[src/rtl/smem_tester.sv]
// Self-test PerInt master: writes SEED^addr over [BASE, BASE+SIZE), reads it back and counts mismatches.
// Optional SMEM_TESTER_INVPASS_EN adds a second pass with the inverted pattern.
`timescale 1ns/1ps
module smem_tester #(
  parameter int unsigned  ARCHBITSZ = 16,
  parameter int unsigned  SIZE      = 2,
  parameter int unsigned  BASE      = 0,
  parameter logic [255:0] SEED      = 256'h5A5A,
  localparam int unsigned ADDRBITSZ = ARCHBITSZ - $clog2(ARCHBITSZ/8)
) (
  input  logic                   rst_i,
  input  logic                   clk_i,
  input  logic                   start_i,
  output logic                   busy_o,
  output logic                   done_o,
  output logic                   pass_o,
  output logic [ARCHBITSZ-1:0]   errcnt_o,
  output logic [ADDRBITSZ-1:0]   erraddr_o,
  output logic [1:0]             pi1_op_o,
  output logic [ADDRBITSZ-1:0]   pi1_addr_o,
  output logic [ARCHBITSZ-1:0]   pi1_data_o,
  input  logic [ARCHBITSZ-1:0]   pi1_data_i,
  output logic [ARCHBITSZ/8-1:0] pi1_sel_o,
  input  logic                   pi1_rdy_i
);

  typedef enum logic [2:0] {S_IDLE, S_WRITE, S_READ, S_DRAIN, S_DONE} state_t;

  localparam int unsigned            PADW    = ARCHBITSZ - ADDRBITSZ;
  localparam logic [ADDRBITSZ-1:0]   FIRST_A = ADDRBITSZ'(BASE);
  localparam logic [ADDRBITSZ-1:0]   LAST_A  = ADDRBITSZ'(BASE + SIZE - 1);
  localparam logic [ARCHBITSZ-1:0]   SEED_W  = SEED[ARCHBITSZ-1:0];
  localparam logic [ARCHBITSZ-1:0]   ONES    = '1;
  localparam logic [1:0]             OP_NOOP = 2'b00;
  localparam logic [1:0]             OP_WR   = 2'b01;
  localparam logic [1:0]             OP_RD   = 2'b10;

  state_t                 state_q, state_d;
  logic [ADDRBITSZ-1:0]   addr_q, addr_d;
  logic                   pend_q, pend_d;
  logic [ADDRBITSZ-1:0]   pend_addr_q, pend_addr_d;
  logic [ARCHBITSZ-1:0]   errcnt_q, errcnt_d;
  logic [ADDRBITSZ-1:0]   erraddr_q, erraddr_d;
  logic                   cmp_en;
  logic                   inv;

`ifdef SMEM_TESTER_INVPASS_EN
  logic inv_q, inv_d;
  assign inv = inv_q;
`else
  assign inv = 1'b0;
`endif

  function automatic logic [ARCHBITSZ-1:0] pattern(input logic [ADDRBITSZ-1:0] a, input logic inv_i);
    pattern = SEED_W ^ {{PADW{1'b0}}, a} ^ {ARCHBITSZ{inv_i}};
  endfunction

  always_ff @(posedge clk_i or posedge rst_i) begin
    if (rst_i) begin
      state_q     <= S_IDLE;
      addr_q      <= '0;
      pend_q      <= 1'b0;
      pend_addr_q <= '0;
      errcnt_q    <= '0;
      erraddr_q   <= '0;
`ifdef SMEM_TESTER_INVPASS_EN
      inv_q       <= 1'b0;
`endif
    end else begin
      state_q     <= state_d;
      addr_q      <= addr_d;
      pend_q      <= pend_d;
      pend_addr_q <= pend_addr_d;
      errcnt_q    <= errcnt_d;
      erraddr_q   <= erraddr_d;
`ifdef SMEM_TESTER_INVPASS_EN
      inv_q       <= inv_d;
`endif
    end
  end

  always_comb begin
    state_d     = state_q;
    addr_d      = addr_q;
    pend_d      = pend_q;
    pend_addr_d = pend_addr_q;
    errcnt_d    = errcnt_q;
    erraddr_d   = erraddr_q;
    cmp_en      = 1'b0;
`ifdef SMEM_TESTER_INVPASS_EN
    inv_d       = inv_q;
`endif
    case (state_q)
      S_IDLE, S_DONE: begin
        if (start_i) begin
          state_d   = S_WRITE;
          addr_d    = FIRST_A;
          pend_d    = 1'b0;
          errcnt_d  = '0;
          erraddr_d = '0;
`ifdef SMEM_TESTER_INVPASS_EN
          inv_d     = 1'b0;
`endif
        end
      end
      S_WRITE: begin
        if (pi1_rdy_i) begin
          if (addr_q == LAST_A) begin
            state_d = S_READ;
            addr_d  = FIRST_A;
          end else begin
            addr_d = addr_q + ADDRBITSZ'(1);
          end
        end
      end
      S_READ: begin
        // a ready edge both returns the previous read and accepts the current one
        if (pi1_rdy_i) begin
          cmp_en      = 1'b1;
          pend_d      = 1'b1;
          pend_addr_d = addr_q;
          if (addr_q == LAST_A) state_d = S_DRAIN;
          else                  addr_d  = addr_q + ADDRBITSZ'(1);
        end
      end
      S_DRAIN: begin
        if (pi1_rdy_i) begin
          cmp_en = 1'b1;
          pend_d = 1'b0;
`ifdef SMEM_TESTER_INVPASS_EN
          if (!inv_q) begin
            state_d = S_WRITE;
            addr_d  = FIRST_A;
            inv_d   = 1'b1;
          end else begin
            state_d = S_DONE;
          end
`else
          state_d = S_DONE;
`endif
        end
      end
      default: state_d = S_IDLE;
    endcase

    if (cmp_en && pend_q && (pi1_data_i != pattern(pend_addr_q, inv))) begin
      if (errcnt_q != ONES) errcnt_d = errcnt_q + ARCHBITSZ'(1);
      if (errcnt_q == '0)   erraddr_d = pend_addr_q;
    end
  end

  always_comb begin
    pi1_op_o   = OP_NOOP;
    pi1_data_o = '0;
    busy_o     = 1'b0;
    done_o     = 1'b0;
    pass_o     = 1'b0;
    case (state_q)
      S_WRITE: begin
        pi1_op_o   = OP_WR;
        pi1_data_o = pattern(addr_q, inv);
        busy_o     = 1'b1;
      end
      S_READ: begin
        pi1_op_o = OP_RD;
        busy_o   = 1'b1;
      end
      S_DRAIN: busy_o = 1'b1;
      S_DONE: begin
        done_o = 1'b1;
        pass_o = (errcnt_q == '0);
      end
      default: ;
    endcase
  end

  assign pi1_addr_o = addr_q;
  assign pi1_sel_o  = '1;
  assign errcnt_o   = errcnt_q;
  assign erraddr_o  = erraddr_q;

endmodule

[config.mk]
export PLATFORM = sky130hd
export DESIGN_NAME = smem_tester
export DESIGN_NICKNAME = d
export VERILOG_FILES = /design/src/rtl/smem_tester.sv
export SDC_FILE = /design/constraint.sdc
export NUM_CORES = 1
export LEC_CHECK = 0
export BUFFER_PORTS_ARGS = -buffer_cell sky130_fd_sc_hd__buf_2
export CAP_MARGIN = 40
export CORE_MARGIN = 5
export CORE_UTILIZATION = 48
export CTS_CLUSTER_SIZE = 25
export DETAILED_ROUTE_END_ITERATION = 8
export PLACE_DENSITY = 0.78
export SLEW_MARGIN = 20
export SYNTH_ARGS = -nofsm -noshare
export SYNTH_HDL_FRONTEND = slang
export SYNTH_SLANG_ARGS = --single-unit
[constraint.sdc]
create_clock -name clk_i -period 1.9 [get_ports clk_i]
set_input_delay 0.38 -clock clk_i [delete_from_list [all_inputs] [get_ports clk_i]]
set_output_delay 0.38 -clock clk_i [all_outputs]
set_load 0.02 [all_outputs]
==> reports/results.tsv, run 1 <==
metric	value	unit
status	finished, violations left	
violations	setup timing	
startpoint	pend_addr_q[5]$_DFFE_PP0P_	
cts.clk_slew.worst_paths	90	ps
cp-end-kind	flip-flop	
setup_violations	44	
layout-drive-gt1-share	0.5842	
layout_common_cells	72 x buf_4, 70 x buf_2, 60 x dfrtp_1	
first_iter_violations	278	
syn_to_final_growth	61.18	%
synthFlopType	dfrtp_1	
synthAdderAreaFrac	0.01758	
combPwrFrac	0.509	
max_stage_delay	430	ps
synth_area	3558	µm²
finalMaxSlewViolations	0	
cts_tree	built	
ir_drop	0.9885	mV
startpoint_type	flip-flop	
post_drt_wl_per_cell	19.67	µm
vias	3764	
async_reset_ff_frac	1.000	
p_sw	0.002272	W
cp_data_required_time	2130	ps
synth.area.mux_share	0.05345	
p_leak	3.075	nW
netlist_instances	374	
cts.path.max_buffers	2	
reg2reg_from	pend_addr_q[5]$_DFFE_PP0P_	
synth_xor_area_frac	0.07384	
hold-worst-slack	52.93	ps
initial_utilization	0.4906	
worst-path-max-fanout	8	
antennaDiodeCount	0	
avgSynthCellArea	9.514	µm²
rsz0062_at_grt	true	
rows	31	
fillers	434	
fin_crit	2091	ps
clk_latency	360	ps
drt_first_pass_iters	4	
ant_nets	0	
skew	17.96	ps
synth_top_family_by_area	simple AND/OR/NAND/NOR gates	
route.detailed.drc	0	
numCtsBuffers	9	
worstMarginPinSlew	524.6	ps
pwr-share-seq	0.276	
die_x	96.10	µm
crit_type	reg2reg	
yosysWarnings	0	
io_pins	89	
ys_seq_elements	65	
synth.top_cell.area_share	0.4571	
grt-ovfl-total	0	
drv_cap	0	
synth_compound_area_frac	0.1009	
hold_path_class	in2async	
coreArea	7253	µm²
root_buffer	clkbuf_8	
cpMaxStageDelayCell	dfrtp_1	
grt_pass1_vias	3759	
antenna_found_initial	0	
place_inst	605	
synthTopCellsByArea	dfrtp_1 46%, mux2_2 5.1%, nand2_1 5.1%	
vias_per_cell	5.836	
min_period_over_period	1.100	
finalWorstSetupSlack	-190.6	ps
gr-usage-all-layers	0.2637	
p_int	0.003414	W
grt_pass1_wl	18610	µm
final_common_cell	buf_4	
final-instance-count-excl-fill	645	
arrival	2320	ps
dp_hpwl	7455	µm
power.density	991.5	nW/µm²
final_nets	566	
relSlewSlack	0.6495	
clock-sinks	65	
synthSimpleGateAreaFrac	0.2560	
grt_start_max_net_pins	45	
dieHeight	96.10	µm
yosysUniqueCellTypes	47	
ctsHoldBuffers	0	
hold_violations	0	
synth_enable_flop_cells	0	
ys_seq_area_frac	0.4571	
gp_congestion	0.8673	
clockPowerShare	0.214	
portBuffers	85	
dieArea	9235	µm²
synth_top_area_cell	dfrtp_1	
finalWirelength	12690	µm
cts.htree.levels	3	
cp_cell_sequence	xor2_1, nor4_2, buf_4, and4_4, nor2_4, buf_6, and3_4, a221o_1	
switching_share	0.3996	
fmax	478.3	MHz
## per-stage QoR
step | TNS (ps) | power (W) | util | area, µm² | worst slack (ps)
2_1_floorplan | -122.8 | 0.002634 | - | 3596 | -45.90
3_3_place_gp | -2750 | 0.003373 | 0.6336 | 4596 | -139.6
3_5_place_dp | -3415 | 0.003420 | 0.6336 | 4596 | -195.3
4_1_cts | -1133 | 0.004886 | 0.7190 | 5215 | -178.1
5_1_grt | -8188 | 0.005940 | 0.7908 | 5736 | -249.1
6_report | -3803 | 0.005687 | 0.7908 | 5736 | -190.6
## repair_timing
| item | 4_1_cts | 5_1_grt |
|---|---|---|
| endpoints found under the setup margin | 52 | 63 |
| pin swaps | 33 | 37 |
| setup buffers | 13 | 6 |
| gates resized for setup | 83 | 115 |
| cloned | 4 | 2 |
## per-layer routing
metal	track usage	wire (µm)	part of all wire	vias up
met4	0.09953	407	0.032	0
met5	0	0	0	-
li1	-	-	-	1665
met3	0.05473	868	0.068	41
met2	0.4497	6448	0.51	192
met1	0.3272	4964	0.39	1866
## path summary, 6_finish.rpt
kind | end | slack, ps | depth (start not counted)
hold reg to reg | erraddr_o[12]$_DFF_PP0_ | 530 | 2
setup reg to reg | errcnt_o[7]$_DFF_PP0_ | -190 | 8
hold / removal | pi1_addr_o[11]$_DFFE_PP0P_ | 50 | 2
max in group asynchronous | pend_addr_q[13]$_DFFE_PP0P_ | 1250 | 3
setup / recovery | errcnt_o[7]$_DFF_PP0_ | -190 | 8
min in group clk_i | state_q[2]$_DFFE_PP0P_ | 370 | 2
## final cells by class
| class | instances | area (µm²) | area share |
|---|---|---|---|
| Sequential cell | 65 | 1633 | 0.2847 |
| Clock buffer | 9 | 123.9 | 0.02160 |
| Timing Repair Buffer | 177 | 1391 | 0.2426 |
| Multi-Input combinational cell | 282 | 2360 | 0.4114 |
| Inverter | 6 | 28.78 | 0.005017 |
| Tap cell | 99 | 123.9 | 0.02160 |
| Clock inverter | 7 | 75.07 | 0.01309 |
## power groups by stage
stage / sequential [W] / clock, W / combinational (W)
after floorplan: 0.00163 / 0 / 0.00100
final: 0.00157 / 0.00122 / 0.00290
after CTS: 0.00156 / 0.00122 / 0.00211
after global placement: 0.00157 / 0 / 0.00181
after detailed placement: 0.00157 / 0 / 0.00185
after global routing: 0.00158 / 0.00129 / 0.00307
## sequential cells by signal (all words and copies together), names as in the netlist
signal,flops
state_q,3
pi1_addr_o,15
erraddr_o,15
pend_addr_q,15
pend_q,1
errcnt_o,16
## cells by family after synthesis
logic type | count (synthesis)
AO/OA/AOI/OAI | 55
XOR/XNOR | 30
adder cells (fa/ha/maj) | 5
buffers and inverters | 29
flip-flops | 65
multiplexers | 17
other | 2
AND/OR/NAND/NOR | 171
## synth_stat cells (all sizes together) (8+ instances only)
cell type / count
and3: 21
buf: 11
clkbuf: 12
dfrtp: 65
mux2: 16
nand2: 48
nand3: 15
nand4: 10
nor2: 31
nor3: 9
nor4: 8
o21ai: 28
xnor2: 11
xor2: 19
## critical path: cells and delay by family (launching register included)
family / cells / cell delay (ps)
buf+inv: 2 / 310
simple gates: 4 / 800
compound gates: 1 / 260
flops: 1 / 430
xor+xnor: 1 / 180
Power figures use the tool's default switching activity.
==> run 2, diff against run 1 <==
CORE_UTILIZATION = 53   (was 48)
PLACE_DENSITY = 0.82   (was 0.78)
REMOVE_ABC_BUFFERS = 1   (was default)
clock period = 2.3 ns   (was 1.9 ns; I/O delays follow)
==> run 2 against run 1 <==
  * The flow now finishes without violations
  * Global-route usage decreased by 3.6 points
  * Die area decreased by 8.5%
  * Critical path type is now reg2out
  * Clock skew decreased by 5.3 ps
  * Worst setup slack improved by 220 ps
  * Clock power decreased by 18%
  * Design area decreased by 22%
  * Final cell count decreased by 12%
  * Utilization decreased by 9.7 points
  * Via count decreased by 9.7%
  * Non-clock buffer count decreased by 57
==> reports/results.tsv, run 2 (synthesis results as in run 1) <==
metric	value	unit	change
final_common_cell	buf_2		
gr-usage-all-layers	0.2281		-0.03564
post_drt_wl_per_cell	17.48	µm	-11%
combPwrFrac	0.377		-0.132
largest_reg_flops	16		unchanged
status	complete, no violations		
dieArea	8453	µm²	-8.5%
p_sw	0.001460	W	-36%
final_nets	509		-10%
switching_share	0.3995		about the same
fin_crit	2269	ps	
coreArea	6459	µm²	-11%
clk_latency	350	ps	about the same
p_leak	2.377	nW	-23%
ant_nets	0		unchanged
pwr-share-seq	0.349		+0.073
grt-ovfl-total	0		unchanged
gp_congestion	0.8754		+0.93%
cp-end-kind	primary output		
finalMaxSlewViolations	0		unchanged
hold_path_class	in2async		
grt_pass1_vias	3117		-17%
arrival	1810	ps	-510 ps
numCtsBuffers	9		unchanged
finalWorstSetupSlack	30.58	ps	+221.2 ps
drt_first_pass_iters	7		+3
root_buffer	clkbuf_8		
cts.htree.levels	3		unchanged
first_iter_violations	208		-25%
route.met2.wl	4882	µm	-24%
rows	29		-6.5%
die_x	91.94	µm	-4.3%
setup_violations	0		-100%
cts_tree	built		
power.density	816.2	nW/µm²	-18%
io_pins	89		unchanged
dieHeight	91.94	µm	-4.3%
finalWirelength	9894	µm	-22%
r2r_setup_slack	110	ps	+300 ps
wl_met3	775	µm	-11%
antenna_found_initial	0		unchanged
grt_pass1_wl	15330	µm	-18%
portBuffers	85		unchanged
final-instance-count-excl-fill	566		-12%
ctsHoldBuffers	0		unchanged
drv_cap	0		unchanged
dp_hpwl	6913	µm	-7.3%
layout_common_cells	85 x buf_2, 65 x dfrtp_1, 48 x nand2_1		
initial_utilization	0.5509		+0.06035
worst-path-max-fanout	6		-2
startpoint_type	flip-flop		
p_int	0.002195	W	-36%
cts.path.max_buffers	2		unchanged
vias	3398		-9.7%
hold_violations	0		unchanged
power	0.003655	W	-36%
ir_drop	0.7015	mV	-29%
skew	12.71	ps	-5.252 ps
grt_start_max_net_pins	48		+6.7%
min_period_over_period	0.9867		
crit_type	reg2out		
fmax	440.6	MHz	
cts.clk_slew.worst_paths	80	ps	about the same
layout-drive-gt1-share	0.3476		-0.2366
clock-sinks	65		unchanged
wl_met1	3976	µm	-20%
route.detailed.drc	0		unchanged
place_inst	544		-10%
place_ws	47.24	ps	+242.5 ps
antennaDiodeCount	0		unchanged
cp_data_required_time	1840	ps	-290 ps
syn_to_final_growth	25.84	%	
top_layer	met4		
vias_per_cell	6.004		+2.9%
clockPowerShare	0.274		+0.060
run 2: changes by cell type in the layout (fill, tap and decap cells not counted), sizes merged:
cell / before / now
clkbuf: 10 / 9
buf: 176 / 120
inv: 8 / 7
nor2: 31 / 32
clkinv: 3 / 4
a21o: 2 / 1
run 2: through the flow:
step	area, µm²	TNS (ps)	utilization	hold slack [ps]
2_1_floorplan	3446	-7539	-	486.5
3_3_place_gp	4210	0	0.6519	482.1
6_report	4478	0	0.6933	107.8
3_5_place_dp	4210	0	0.6519	491.5
4_1_cts	4422	0	0.6846	119.2
5_1_grt	4478	-18.16	0.6933	132.1
run 2: final timing paths:
path / from / to / depth (start not counted)
max in group asynchronous: rst_i / pend_addr_q[0]$_DFFE_PP0P_ / 3
setup / recovery: errcnt_o[0]$_DFF_PP0_ / pass_o / 7
setup reg to reg: pend_addr_q[2]$_DFFE_PP0P_ / errcnt_o[13]$_DFF_PP0_ / 7
min in group clk_i: start_i / state_q[2]$_DFFE_PP0P_ / 2
hold / removal: rst_i / state_q[2]$_DFFE_PP0P_ / 2
hold reg to reg: erraddr_o[9]$_DFF_PP0_ / erraddr_o[9]$_DFF_PP0_ / 2
run 2: per-layer routing:
layer  vias to the layer above  track usage
li1                       1541            -
met1                      1671       0.2847
met2                       163       0.3759
met3                        23      0.05565
met4                         0       0.1027
met5                         -            0
run 2: layout make-up:
class,count,area (µm²)
repair buffers,120,700.7
fillers,479,1981
clock buffers,9,123.9
flip-flops and latches,65,1627
inverters,6,22.52
clock inverters,7,80.08
multi-input cells,282,1828
well taps,77,96.34
run 2: repair_timing:
action	CTS	global route
setup buffers	1	4
resized for setup	0	4
endpoints found under the setup margin	1	21
gates cloned	0	1
pin swaps	1	2
run 2: critical path: stages, from the launching register on:
cell,delay [ps]
dfrtp_1,390
buf_4,160
inv_1,50
ha_1,150
nor4b_2,190
nand4_1,190
nor2_1,150
buf_2,180
run 2: power by group through the flow:
stage	clock network [W]	logic, W	registers, W
after floorplan	0	0.000719	0.00138
after global placement	0	0.00131	0.00129
after detailed placement	0	0.00132	0.00130
after CTS	0.00101	0.00134	0.00127
after global routing	0.00106	0.00149	0.00129
final	0.00100	0.00138	0.00127
